[config.mk]
export PLATFORM = sky130hd
export DESIGN_NAME = obs_force_bank
export DESIGN_NICKNAME = d
export VERILOG_FILES = /design/src/rtl/obs_force_bank.sv
export SDC_FILE = /design/constraint.sdc
export NUM_CORES = 1
export LEC_CHECK = 0
export ABC_AREA = 0
export CORE_MARGIN = 3
export CORE_UTILIZATION = 50
export DETAILED_ROUTE_END_ITERATION = 12
export HOLD_SLACK_MARGIN = 0.05
export PLACE_DENSITY = 0.76
export SLEW_MARGIN = 5
export SYNTH_ARGS = -nofsm -noshare
export SYNTH_HDL_FRONTEND = slang
export SYNTH_SLANG_ARGS = --single-unit
export TNS_END_PERCENT = 1
[constraint.sdc]
create_clock -name clk -period 1.9 [get_ports clk]
set_input_delay 0.285 -clock clk [delete_from_list [all_inputs] [get_ports clk]]
set_output_delay 0.285 -clock clk [all_outputs]
set_load 0.03 [all_outputs]
[src/rtl/obs_force_bank.sv]
// obs_force_bank: per-channel observe/force bank with change counters and a host handshake
module obs_force_bank #(
   parameter int NUM_CH = 4,
   parameter int WIDTH  = 8,
   parameter int CNT_W  = 16,
   localparam int CH_W  = (NUM_CH > 1) ? $clog2(NUM_CH) : 1
) (
   input  logic                    clk,
   input  logic                    rst,
   input  logic [NUM_CH*WIDTH-1:0] dut_val_i,
   output logic [NUM_CH*WIDTH-1:0] obs_val_o,
   output logic [NUM_CH-1:0]       force_active_o,
   input  logic                    host_req_i,
   input  logic [1:0]              host_op_i,
   input  logic [CH_W-1:0]         host_ch_i,
   input  logic [WIDTH-1:0]        host_wdata_i,
   output logic                    host_ack_o,
   output logic [CNT_W-1:0]        host_rdata_o,
   output logic                    host_err_o
);
   typedef enum logic [1:0] {IDLE, EXEC, ACK, WAIT_LOW} state_t;
   state_t             state_q, state_d;
   logic [1:0]         op_q, op_d;
   logic [CH_W-1:0]    ch_q, ch_d;
   logic [WIDTH-1:0]   wdata_q, wdata_d;
   logic [NUM_CH-1:0]  force_en_q, force_en_d;
   logic [WIDTH-1:0]   force_val_q [NUM_CH];
   logic [WIDTH-1:0]   force_val_d [NUM_CH];
   logic [WIDTH-1:0]   obs_q [NUM_CH];
   logic [WIDTH-1:0]   obs_d [NUM_CH];
   logic [CNT_W-1:0]   cnt_q [NUM_CH];
   logic [CNT_W-1:0]   cnt_d [NUM_CH];
   logic               ack_q, ack_d;
   logic [CNT_W-1:0]   rdata_q, rdata_d;
   logic               err_q, err_d;
   logic [NUM_CH-1:0]  chg;
   logic [NUM_CH-1:0]  sel;
   logic               exec;
   logic               ch_ok;
   genvar g;
   for (g = 0; g < NUM_CH; g++) begin : g_obs
      assign obs_val_o[g*WIDTH +: WIDTH] = obs_q[g];
   end
   assign force_active_o = force_en_q;
   assign host_ack_o     = ack_q;
   assign host_rdata_o   = rdata_q;
   assign host_err_o     = err_q;
   assign exec           = (state_q == EXEC);
   assign ch_ok          = int'(ch_q) < NUM_CH;
   // next-state: handshake sequencing, request latching, op execution, datapath and counters
   always_comb begin
      state_d    = (state_q == IDLE) ? (host_req_i ? EXEC : IDLE) :
                   (state_q == EXEC) ? ACK : (host_req_i ? WAIT_LOW : IDLE);
      op_d       = (state_q == IDLE && host_req_i) ? host_op_i : op_q;
      ch_d       = (state_q == IDLE && host_req_i) ? host_ch_i : ch_q;
      wdata_d    = (state_q == IDLE && host_req_i) ? host_wdata_i : wdata_q;
      ack_d      = exec;
      err_d      = exec && !ch_ok;
      rdata_d    = '0;
      force_en_d = force_en_q;
      chg        = '0;
      sel        = '0;
      for (int c = 0; c < NUM_CH; c++) begin
         sel[c]         = exec && ch_ok && (ch_q == CH_W'(c));
         force_val_d[c] = (sel[c] && op_q == 2'b10) ? wdata_q : force_val_q[c];
         force_en_d[c]  = (sel[c] && op_q == 2'b10) ? 1'b1 :
                          (sel[c] && op_q == 2'b11) ? 1'b0 : force_en_q[c];
         obs_d[c]       = force_en_q[c] ? force_val_q[c] : dut_val_i[c*WIDTH +: WIDTH];
         chg[c]         = obs_d[c] != obs_q[c];
         cnt_d[c]       = (sel[c] && op_q == 2'b01) ? CNT_W'(chg[c]) :
                          (chg[c] && cnt_q[c] != '1) ? cnt_q[c] + 1'b1 : cnt_q[c];
         rdata_d        = !sel[c] ? rdata_d :
                          (op_q == 2'b00) ? CNT_W'(obs_q[c]) :
                          (op_q == 2'b01) ? cnt_q[c] : '0;
      end
   end
   // state registers with synchronous reset
   always_ff @(posedge clk) begin
      if (rst) begin
         state_q    <= IDLE;
         op_q       <= '0;
         ch_q       <= '0;
         wdata_q    <= '0;
         force_en_q <= '0;
         ack_q      <= 1'b0;
         rdata_q    <= '0;
         err_q      <= 1'b0;
         for (int c = 0; c < NUM_CH; c++) begin
            force_val_q[c] <= '0;
            obs_q[c]       <= '0;
            cnt_q[c]       <= '0;
         end
      end else begin
         state_q    <= state_d;
         op_q       <= op_d;
         ch_q       <= ch_d;
         wdata_q    <= wdata_d;
         force_en_q <= force_en_d;
         ack_q      <= ack_d;
         rdata_q    <= rdata_d;
         err_q      <= err_d;
         for (int c = 0; c < NUM_CH; c++) begin
            force_val_q[c] <= force_val_d[c];
            obs_q[c]       <= obs_d[c];
            cnt_q[c]       <= cnt_d[c];
         end
      end
   end
endmodule

==> results of run 1 <==
-- cells in the mapped netlist, drive strengths merged (10+ instances only) --
| master | number | share of area [%] |
|---|---|---|
| xnor2 | 19 | 2.2 |
| nand3 | 51 | 3.4 |
| or3 | 21 | 1.7 |
| mux2i | 51 | 6.8 |
| buf | 15 | 1.5 |
| nor4 | 10 | 0.99 |
| nor2 | 73 | 3.7 |
| a222oi | 16 | 2.1 |
| clkbuf | 39 | 1.9 |
| or2 | 10 | 0.83 |
| o31ai | 14 | 1.4 |
| nand2 | 122 | 6.0 |
| a21oi | 99 | 6.6 |
| dfxtp | 163 | 43 |
| and3 | 17 | 1.4 |
| nand4 | 18 | 1.5 |
| xor2 | 16 | 1.9 |
| o21ai | 32 | 2.2 |
| or4 | 17 | 1.7 |
-- metal layers --
metal | global-route usage [%] | vias to the layer above
met5 | 0 | -
met4 | 9.94 | 0
met3 | 6.06 | 57
met2 | 46.9 | 382
met1 | 34.8 | 3493
li1 | - | 3588
-- layout by cell type (no fill, tap or decap), drive strengths merged, types with 5 or more instances in the layout --
master         instances
dfxtp                163
nand2                122
buf                  100
a21oi                 99
clkdlybuf4s50         90
nor2                  73
nand3                 51
mux2i                 51
o21ai                 32
or3                   21
xnor2                 19
nand4                 18
clkbuf                18
or4                   17
and3                  17
a222oi                16
xor2                  16
o31ai                 14
inv                   11
or2                   10
nor4                  10
and4                   7
nor3                   7
nor2b                  6
a31oi                  6
nand3b                 5
dlymetal6s2s           5
clkinv                 5
-- timing repair --
action,CTS,global route
cloned,1,0
pin swaps,32,10
setup endpoints to repair,61,82
buffers inserted,6,2
hold endpoints to repair,0,0
resized for setup,48,29
-- final cells by class --
class	instances	share of cell area [%]
Clock inverter	14	1.71
Tap cell	184	2.21
Sequential cell	163	31.5
Multi-Input combinational cell	669	42.1
Timing Repair Buffer	198	18.1
Inverter	7	0.252
Clock buffer	18	4.12
-- registers in the layout, indices dropped and copies added, names as in the netlist --
register,count
cnt_q,64
host_ack_o,1
force_active_o,4
obs_q,32
op_q,2
state_q,2
ch_q,2
wdata_q,8
force_val_q,32
host_rdata_o,16
-- through the flow --
| stage | utilization, % | cell area, sq um | worst slack (ns) | std cells |
|---|---|---|---|---|
| 6_report | 70.8 | 10400 | -0.161 | 1253 |
| 5_1_grt | 70.8 | 10400 | -0.250 | 1253 |
| 4_1_cts | 69.9 | 10300 | -0.150 | 1251 |
| 3_5_place_dp | 63.7 | 9360 | -0.407 | 1212 |
| 3_3_place_gp | 63.7 | 9360 | -0.325 | 1212 |
| 2_1_floorplan | - | 7640 | -0.0740 | 893 |
-- cell families (layout without fill, tap and decap cells) --
kind of cell             Yosys count  after routing  synth area share (%)
other                              1              1                0.0495
adder cells (fa/ha/maj)            4              4                 0.661
multiplexers                      51             51                  6.84
flip-flops                       163            163                  43.1
AO/OA/AOI/OAI                    200            200                  16.6
XOR/XNOR                          35             35                  4.05
buffers and inverters             61            237                  3.77
AND/OR/NAND/NOR                  378            378                  24.9
-- power by group through the flow --
stage | sequential, uW | clock (uW) | combinational [uW]
floorplan | 3730 | 0 | 347
global placement | 3670 | 0 | 786
detailed placement | 3670 | 0 | 798
CTS | 3590 | 3580 | 835
global route | 3610 | 3720 | 921
finish | 3600 | 3540 | 865
-- how the worst max path moves through the flow --
stage          slack (ns)      endpoint  cells after the start               from
2_1_floorplan       -0.07  cnt_q[0][51]                      7  force_active_o[3]
3_3_place_gp        -0.32  cnt_q[0][51]                      8      dut_val_i[25]
3_5_place_dp        -0.41  cnt_q[0][44]                      8      dut_val_i[23]
4_1_cts             -0.15  cnt_q[0][29]                      8  force_active_o[1]
5_1_grt             -0.25  cnt_q[0][12]                      7  force_active_o[0]
6_report            -0.16  cnt_q[0][51]                      8  force_active_o[3]
-- worst register-to-register path, stage by stage, from the launching register on --
cell and delay (ns):
dfxtp_4 0.42, buf_8 0.16, mux2i_4 0.28, xnor2_2 0.16, nor4_4 0.08, buf_12 0.16
a21o_4 0.23, or4_1 0.46, nand2_1 0.07
==> reports/results.tsv, run 1 <==
stage	metric	value	unit
setup_path	crit path cell chain	buf_8, mux2i_4, xnor2_2, nor4_4, buf_12, a21o_4, or4_1, nand2_1	
cts	CTS Hold Buffers Added	0	
setup_path	Slowest-stage cell, CP	or4_1	
sta	Worst Slack Setup Final	-0.161	ns
setup_path	CP bufs+invs	2	
global_routing	vias in the first global route	7016	
setup_path	element type at the critical path start	flop	
synthesis	asr flop ratio synth	0	%
sta	Fin. Hold Viols	0	
cells_and_area	ant diodes	0	
hold_path	hold path cells	2	
route	DR DRC count	0	
route	drt total wl	23100	um
global_routing	remaining global-route overflow	0	
global_routing	first-pass GRT wire length	36200	um
setup_path	R2R depth	8	
route	wire per inst	18.5	um
route	vias per cell	6.00	
pwr	Sw Pwr	2020	uW
pwr	Clock Power Share	44.2	%
sta	Slew Limit Fails	0	
pwr	Power, Total	8010	uW
setup_path	Setup crit end kind	flop	
sta	endpoints failing setup	41	
synthesis	Cells after Synth	893	
synthesis	Synth Warn #	0	
run_status	status	finished with violations	
hold_path	HP Class	in2reg	
place	Final GP Congestion	0.930	
route	Initial DRC Count	938	
cts	Root Driver	clkbuf_16	
pwr	register share of total power	45.0	%
route	via count	7520	
place	PortBufs	99	
floorplan	Die Span Y	129	um
synthesis	Synth Net Count	944	
pwr	Logic pwr share	10.8	%
setup_path	crit-path max cell delay	0.46	ns
sta	setup_tns	-2.51	ns
setup_path	Worst Path Arrival	2.43	ns
pwr	peak supply drop	0.000638	V
synthesis	Post-synth EDFFs	0	
sta	Final period util	108	%
route	wl on met1	9350	um
setup_path	worst r2r dst	cnt_q[0][51]	
synthesis	cell area after synthesis	7570	sq um
route	top sig layer	met4	
cells_and_area	Multi-input gate area	4390	sq um
cts	clock buffer depth	2	
hold_path	beginning of the worst hold path	rst	
floorplan	Die X-Extent	129	um
cts	clk slew on worst S/H paths	0.06	ns
route	WL met2	11300	um
sta	RSZ-0062 raised after global routing	true	
global_routing	largest net degree at the start of global routing	65	
run_status	failing checks	negative setup slack	
synthesis	library cells used by synthesis	57	
cells_and_area	fin nets	1107	
cells_and_area	Syn-to-layout area delta	37.5	%
cells_and_area	layout cells sized above 1	19.2	%
place	DP Wirelength	15900	um
cts	TritonCTS clock tree	yes	
cts	TritonCTS Buffers	17	
cells_and_area	FF+latch area	3280	sq um
global_routing	GRT Util Overall	27.7	%
pwr	static leakage	0.00376	uW
route	Post-DRT Antenna Nets	0	
sta	worst-case clock skew	0.00875	ns
floorplan	num rows	44	
setup_path	CP required	2.27	ns
sta	Final Critical Period	2.06	ns
sta	worst-margin pin slew	0.658	ns
setup_path	kind of critical path	reg2reg	
setup_path	Reg2Reg Setup Slack	-0.16	ns
cts	Clock H-tree levels	4	
synthesis	Synth Register Bits	163	
sta	Fin Hold WS	0.174	ns
floorplan	Initial Util	51.5	%
floorplan	IO Pins	101	
route	First-pass DRT Iterations	6	
cts	worst skew pair latency	0.43	ns
route	Routed met3 length	1760	um
floorplan	core area	14700	sq um
synthesis	Seq/Total Area, Yosys	43.1	%
setup_path	crit-path leading delay family	simple AND/OR/NAND/NOR gates	
setup_path	crit-path max FO	8	
global_routing	initial antenna violation count	0	
setup_path	worst reg2reg path startpoint	force_active_o[3]	
sta	Slew HR	56.1	%
floorplan	die area	16700	sq um
flow_run	MaxCap Viol Count	0	
pwr	Int Pwr	5990	uW
hold_path	Hold Path End	host_rdata_o[10]	
sta	achievable clock frequency	485	MHz
synthesis	synthesized area per cell	8.48	sq um
pwr	Power Density	769	nW/um^2
cells_and_area	fill count	1085	
pwr	sw frac	25.2	%
synthesis	ys flop type	dfxtp_1	
cts	Sink Count	163	
Power figures use the tool's default switching activity.
==> run 2: changes to the inputs <==
--- a/config.mk
+++ b/config.mk
@@ -10,6 +10,7 @@
 export CORE_UTILIZATION = 50
 export DETAILED_ROUTE_END_ITERATION = 12
 export HOLD_SLACK_MARGIN = 0.05
+export MAX_ROUTING_LAYER = met4
 export PLACE_DENSITY = 0.76
 export SLEW_MARGIN = 5
 export SYNTH_ARGS = -nofsm -noshare
==> run 2 against run 1 <==
Clock skew increased by 0.0016 ns. Worst hold slack about the same. The flow still finishes with violations (negative setup slack). Die area stayed put. Critical path type unchanged.
==> reports/results.tsv, run 2 (same netlist as run 1, synthesis figures left out) <==
stage	metric	value	unit	change
route	Initial DRC Count	909		-3.1%
floorplan	num rows	44		unchanged
setup_path	kind of critical path	reg2reg		
cells_and_area	Largest Register	cnt_q		
floorplan	die area	16700	sq um	unchanged
sta	endpoints failing setup	41		unchanged
sta	Slew HR	56.2	%	about the same
cells_and_area	post-route cell area	10400	sq um	unchanged
sta	Final period util	109	%	about the same
hold_path	HP Class	in2reg		
global_routing	largest net degree at the start of global routing	65		unchanged
sta	Fin. Hold Viols	0		unchanged
setup_path	crit path cell chain	buf_8, mux2i_4, xnor2_2, nor4_4, buf_12, a21o_4, or4_1, nand2_1		
route	Post-DRT Antenna Nets	0		unchanged
flow_run	MaxCap Viol Count	0		unchanged
floorplan	Die Span Y	129	um	unchanged
floorplan	core area	14700	sq um	unchanged
setup_path	Setup crit end kind	flop		
cells_and_area	biggest regs	cnt_q: 64 flops, force_val_q: 32 flops, obs_q: 32 flops		
place	DP Wirelength	15900	um	unchanged
route	wire per inst	18.4	um	-0.12%
sta	setup_tns	-2.53	ns	-0.0148 ns
place	pre-CTS WS	-0.407	ns	unchanged
cells_and_area	commonest non-fill, non-tap cell in the layout	dfxtp_1		
place	Final GP Congestion	0.946		+1.8%
place	PortBufs	99		unchanged
sta	Slew Limit Fails	0		unchanged
global_routing	first-pass GRT wire length	36300	um	about the same
run_status	failing checks	negative setup slack		
global_routing	remaining global-route overflow	0		unchanged
sta	worst-margin pin slew	0.657	ns	-0.000721 ns
route	DR DRC count	0		unchanged
pwr	static leakage	0.00376	uW	unchanged
cells_and_area	ant diodes	0		unchanged
pwr	Power Density	769	nW/um^2	about the same
cts	Root Driver	clkbuf_16		
setup_path	Slowest-stage cell, CP	or4_1		
global_routing	GRT Util Overall	28.5	%	+0.83 points
place	Post-DP Area	9360	sq um	unchanged
cells_and_area	commonest non-fill, non-tap cells in the layout	dfxtp_1, nand2_1, a21oi_1		
setup_path	CP required	2.27	ns	about the same
cells_and_area	max FFs per register	64		unchanged
route	vias per cell	5.99		-0.15%
cts	Clock H-tree levels	4		unchanged
cts	clk slew on worst S/H paths	0.06	ns	about the same
sta	RSZ-0062 raised after global routing	true		
route	First-pass DRT Iterations	8		+2
cells_and_area	layout cells sized above 1	19.2	%	unchanged
setup_path	CP bufs+invs	2		unchanged
setup_path	element type at the critical path start	flop		
cells_and_area	fin util	70.8	%	unchanged
sta	Final Critical Period	2.06	ns	+0.00155 ns
run_status	status	finished with violations		
route	drt total wl	23100	um	-0.12%
floorplan	Die X-Extent	129	um	unchanged
route	via count	7509		-0.15%
pwr	peak supply drop	0.000639	V	+0.25%
floorplan	Initial Util	51.5	%	unchanged
cells_and_area	Syn-to-layout area delta	37.5	%	unchanged
cells_and_area	fin nets	1107		unchanged
cts	Sink Count	163		unchanged
cts	clock buffer depth	2		unchanged
setup_path	crit-path max FO	8		unchanged
cts	TritonCTS clock tree	yes		
sta	achievable clock frequency	485	MHz	about the same
cts	CTS Hold Buffers Added	0		unchanged
sta	worst-case clock skew	0.0103	ns	+0.00156 ns
global_routing	vias in the first global route	7015		-0.014%
setup_path	Worst Path Arrival	2.43	ns	about the same
cts	worst skew pair latency	0.43	ns	about the same
setup_path	crit-path leading delay family	simple AND/OR/NAND/NOR gates		
global_routing	initial antenna violation count	0		unchanged
sta	Fin Hold WS	0.175	ns	+0.0000970 ns
setup_path	crit-path max cell delay	0.46	ns	about the same
cts	TritonCTS Buffers	17		unchanged
floorplan	IO Pins	101		unchanged
sta	Worst Slack Setup Final	-0.163	ns	-0.00156 ns
[run 2: power by group]
group	internal [uW]	total (uW)	switching, uW
clock	2090	3540	1460
sequential	3500	3600	103
combinational	403	865	462
total	5990	8010	2020
[run 2: layout make-up]
| cell class | count | area, sq um |
|---|---|---|
| Multi-Input combinational cell | 669 | 4390 |
| Fill cell | 1085 | 4290 |
| Sequential cell | 163 | 3280 |
| Timing Repair Buffer | 198 | 1890 |
| Clock buffer | 18 | 429 |
| Tap cell | 184 | 230 |
| Clock inverter | 14 | 178 |
| Inverter | 7 | 26.3 |
[run 2: worst paths after layout]
path	from	to	slack (ns)	depth (start not counted)
worst max-delay path	force_active_o[3]	cnt_q[0][51]	-0.16	8
worst min-delay path	rst	host_rdata_o[10]	0.17	2
worst max register to register	force_active_o[3]	cnt_q[0][51]	-0.16	8
worst min register to register	force_val_q[0][5]	force_val_q[0][5]	0.45	2
[run 2: metal layers]
metal | vias up | GRT usage, % | part of all wire [%]
met1 | 3515 | 35.2 | 41
met5 | - | - | 0
li1 | 3586 | - | -
met3 | 55 | 5.61 | 7.0
met4 | 0 | 10.1 | 3.4
met2 | 353 | 46.7 | 48
[run 2: per-stage QoR]
stage / power (uW) / cells
after floorplan: 4080 / 893
after global placement: 4460 / 1212
after CTS: 8010 / 1251
after global routing: 8240 / 1253
after detailed placement: 4470 / 1212
final: 8010 / 1253
[run 2: timing repair]
action / in CTS / in global routing
pin swaps: 32 / 10
setup endpoints to repair: 61 / 82
resized for setup: 48 / 29
buffers inserted: 6 / 2
gates cloned: 1 / 0
==> run 3: changes to the inputs <==
--- a/config.mk
+++ b/config.mk
@@ -6,12 +6,15 @@
 export NUM_CORES = 1
 export LEC_CHECK = 0
 export ABC_AREA = 0
+export CELL_PAD_IN_SITES_DETAIL_PLACEMENT = 1
+export CELL_PAD_IN_SITES_GLOBAL_PLACEMENT = 1
 export CORE_MARGIN = 3
-export CORE_UTILIZATION = 50
+export CORE_UTILIZATION = 43
 export DETAILED_ROUTE_END_ITERATION = 12
+export DONT_BUFFER_PORTS = 1
 export HOLD_SLACK_MARGIN = 0.05
 export MAX_ROUTING_LAYER = met4
-export PLACE_DENSITY = 0.76
+export PLACE_DENSITY_LB_ADDON = 0.1
 export SLEW_MARGIN = 5
 export SYNTH_ARGS = -nofsm -noshare
 export SYNTH_HDL_FRONTEND = slang
==> run 3 against run 2 <==
The flow still finishes with violations (negative setup slack). Critical path depth did not move. Register-to-register slack got worse by 0.12 ns. Maximum frequency fell by 5.7%. Critical path type unchanged. Largest power group unchanged.
==> reports/results.tsv, run 3 (same netlist as run 1, synthesis figures left out) <==
stage	metric	value	unit	change
global_routing	first-pass GRT wire length	48400	um	+34%
sta	Final Critical Period	2.19	ns	+0.124 ns
cells_and_area	post-route cell area	10600	sq um	+1.6%
cells_and_area	final cell count without fillers	1274		+1.7%
pwr	Power Density	760	nW/um^2	-1.1%
cells_and_area	fill count	1845		+70%
setup_path	Worst Path Arrival	2.56	ns	+0.13 ns
cts	Clock H-tree levels	4		unchanged
route	via count	8213		+9.4%
run_status	status	finished with violations		
setup_path	WP depth	8		unchanged
floorplan	core area	16900	sq um	+15%
pwr	sw frac	29.8	%	+4.6 points
pwr	Clock Power Share	43.3	%	-0.9 points
pwr	peak supply drop	0.000801	V	+25%
cts	TritonCTS Buffers	17		unchanged
global_routing	largest net degree at the start of global routing	117		+80%
setup_path	crit path cell chain	buf_12, mux2i_2, xor2_1, nand4_1, buf_4, or2_4, a41o_1, nor2_1		
pwr	register share of total power	45.1	%	about the same
cts	Root Driver	clkbuf_16		
place	PortBufs	0		-100%
setup_path	CP startpoint	force_active_o[1]		
setup_path	CP required	2.28	ns	about the same
cells_and_area	layout cells sized above 1	28.1	%	+8.9 points
pwr	Sw Pwr	2400	uW	+19%
global_routing	vias in the first global route	8394		+20%
sta	Slew Limit Fails	0		unchanged
floorplan	Initial Util	44.9	%	-6.6 points
cells_and_area	Syn-to-layout area delta	39.7	%	
route	DR DRC count	0		unchanged
setup_path	R2R depth	8		unchanged
setup_path	CP bufs+invs	2		unchanged
cts	clock buffer depth	2		unchanged
route	First-pass DRT Iterations	8		unchanged
route	Initial DRC Count	819		-9.9%
sta	endpoints failing setup	66		+61%
sta	worst-margin pin slew	0.675	ns	+0.0175 ns
cells_and_area	fin nets	1092		-1.4%
sta	Slew HR	54.6	%	-1.6 points
cts	TritonCTS clock tree	yes		
place	pre-CTS WS	-0.248	ns	+0.159 ns
setup_path	worst setup path end	cnt_q[0][28]		
setup_path	worst reg2reg path startpoint	force_active_o[1]		
setup_path	crit-path max cell delay	0.37	ns	-0.09 ns
global_routing	initial antenna violation count	0		unchanged
cts	worst skew pair latency	0.46	ns	+0.03 ns
cells_and_area	FF+latch area	3280	sq um	+0.15%
global_routing	GRT Util Overall	32.6	%	+4.1 points
setup_path	worst r2r dst	cnt_q[0][28]		
cells_and_area	ant diodes	0		unchanged
cts	clk slew on worst S/H paths	0.08	ns	+0.02 ns
sta	Final period util	115	%	+6.5 points
cts	Sink Count	163		unchanged
cells_and_area	Largest Register	cnt_q		
route	Post-DRT Antenna Nets	0		unchanged
sta	Fin Hold WS	0.0288	ns	-0.146 ns
flow_run	MaxCap Viol Count	0		unchanged
setup_path	Slowest-stage cell, CP	dfxtp_2		
cells_and_area	biggest regs	cnt_q: 64 flops, force_val_q: 32 flops, obs_q: 32 flops		
hold_path	HP Class	in2reg		
pwr	static leakage	0.00385	uW	+2.1%
floorplan	IO Pins	101		unchanged
sta	RSZ-0062 raised after global routing	true		
place	# placed instances	1181		-2.6%
sta	worst-case clock skew	0.0221	ns	+0.0118 ns
route	wire per inst	27.5	um	+49%
sta	achievable clock frequency	457	MHz	-5.7%
setup_path	crit-path leading delay family	simple AND/OR/NAND/NOR gates		
route	vias per cell	6.45		+7.6%
global_routing	remaining global-route overflow	0		unchanged
floorplan	Die Span Y	139	um	+7.5%
setup_path	Reg2Reg Setup Slack	-0.29	ns	-0.12 ns
setup_path	kind of critical path	reg2reg		
pwr	Int Pwr	5640	uW	-5.7%
place	Final GP Congestion	0.905		-4.4%
cells_and_area	max FFs per register	64		unchanged
pwr	Logic pwr share	11.7	%	+0.9 points
floorplan	num rows	47		+6.8%
setup_path	element type at the critical path start	flop		
place	Post-DP Area	8670	sq um	-7.4%
route	drt total wl	35100	um	+52%
cells_and_area	commonest non-fill, non-tap cell in the layout	dfxtp_1		
run_status	failing checks	negative setup slack		
setup_path	Setup crit end kind	flop		
place	DP Wirelength	19000	um	+19%
sta	Fin. Hold Viols	0		unchanged
cells_and_area	commonest non-fill, non-tap cells in the layout	dfxtp_1, buf_4, nand2_1		
cells_and_area	Multi-input gate area	4740	sq um	+8.1%
setup_path	crit-path max FO	7		-1
floorplan	Die X-Extent	139	um	+7.5%
floorplan	die area	19200	sq um	+15%
sta	Worst Slack Setup Final	-0.287	ns	-0.124 ns
[run 3: area by class of cell]
class | count | share of cell area (%)
Clock buffer | 18 | 4.06
Clock inverter | 14 | 1.34
Inverter | 7 | 0.248
Multi-Input combinational cell | 669 | 44.8
Sequential cell | 163 | 31.0
Tap cell | 220 | 2.60
Timing Repair Buffer | 183 | 15.9
[run 3: worst min-delay path by stage]
stage	from	end	slack (ns)	cells after the start
3_5_place_dp	rst	cnt_q[0][48]	0.37	1
2_1_floorplan	host_wdata_i[0]	wdata_q[0]	0.42	2
6_report	rst	cnt_q[0][55]	0.03	2
3_3_place_gp	rst	cnt_q[0][48]	0.37	1
4_1_cts	rst	cnt_q[0][48]	-0.09	1
5_1_grt	rst	cnt_q[0][15]	0.05	2
[run 3: timing repair]
action	4_1_cts	5_1_grt
setup endpoints to repair	71	106
cloned	0	1
hold endpoints to repair	104	56
resized for setup	85	69
pin swaps	21	33
hold buffers	47	2
buffers inserted	6	5
[run 3: routing by layer]
| metal | global-route usage (%) | wire (um) |
|---|---|---|
| met1 | 36.5 | 13100 |
| met2 | 56.5 | 17500 |
| met3 | 6.48 | 2180 |
| met4 | 14.4 | 2320 |
| met5 | - | 0 |
[run 3: through the flow]
step                      setup TNS [ns]  util, %  total power (uW)
after floorplan                   -0.732        -              4080
after global placement             -1.51     51.4              4290
after detailed placement           -6.58     51.4              4330
after CTS                          -1.77     60.5              7790
after global routing              -14.00     62.7              8250
final                              -9.80     62.7              8040
[run 3: power groups by stage]
stage	clock network [uW]	registers (uW)	logic, uW
after floorplan	0	3730	347
after global placement	0	3670	623
after detailed placement	0	3680	651
after CTS	3410	3600	781
after global routing	3650	3630	977
final	3480	3620	937
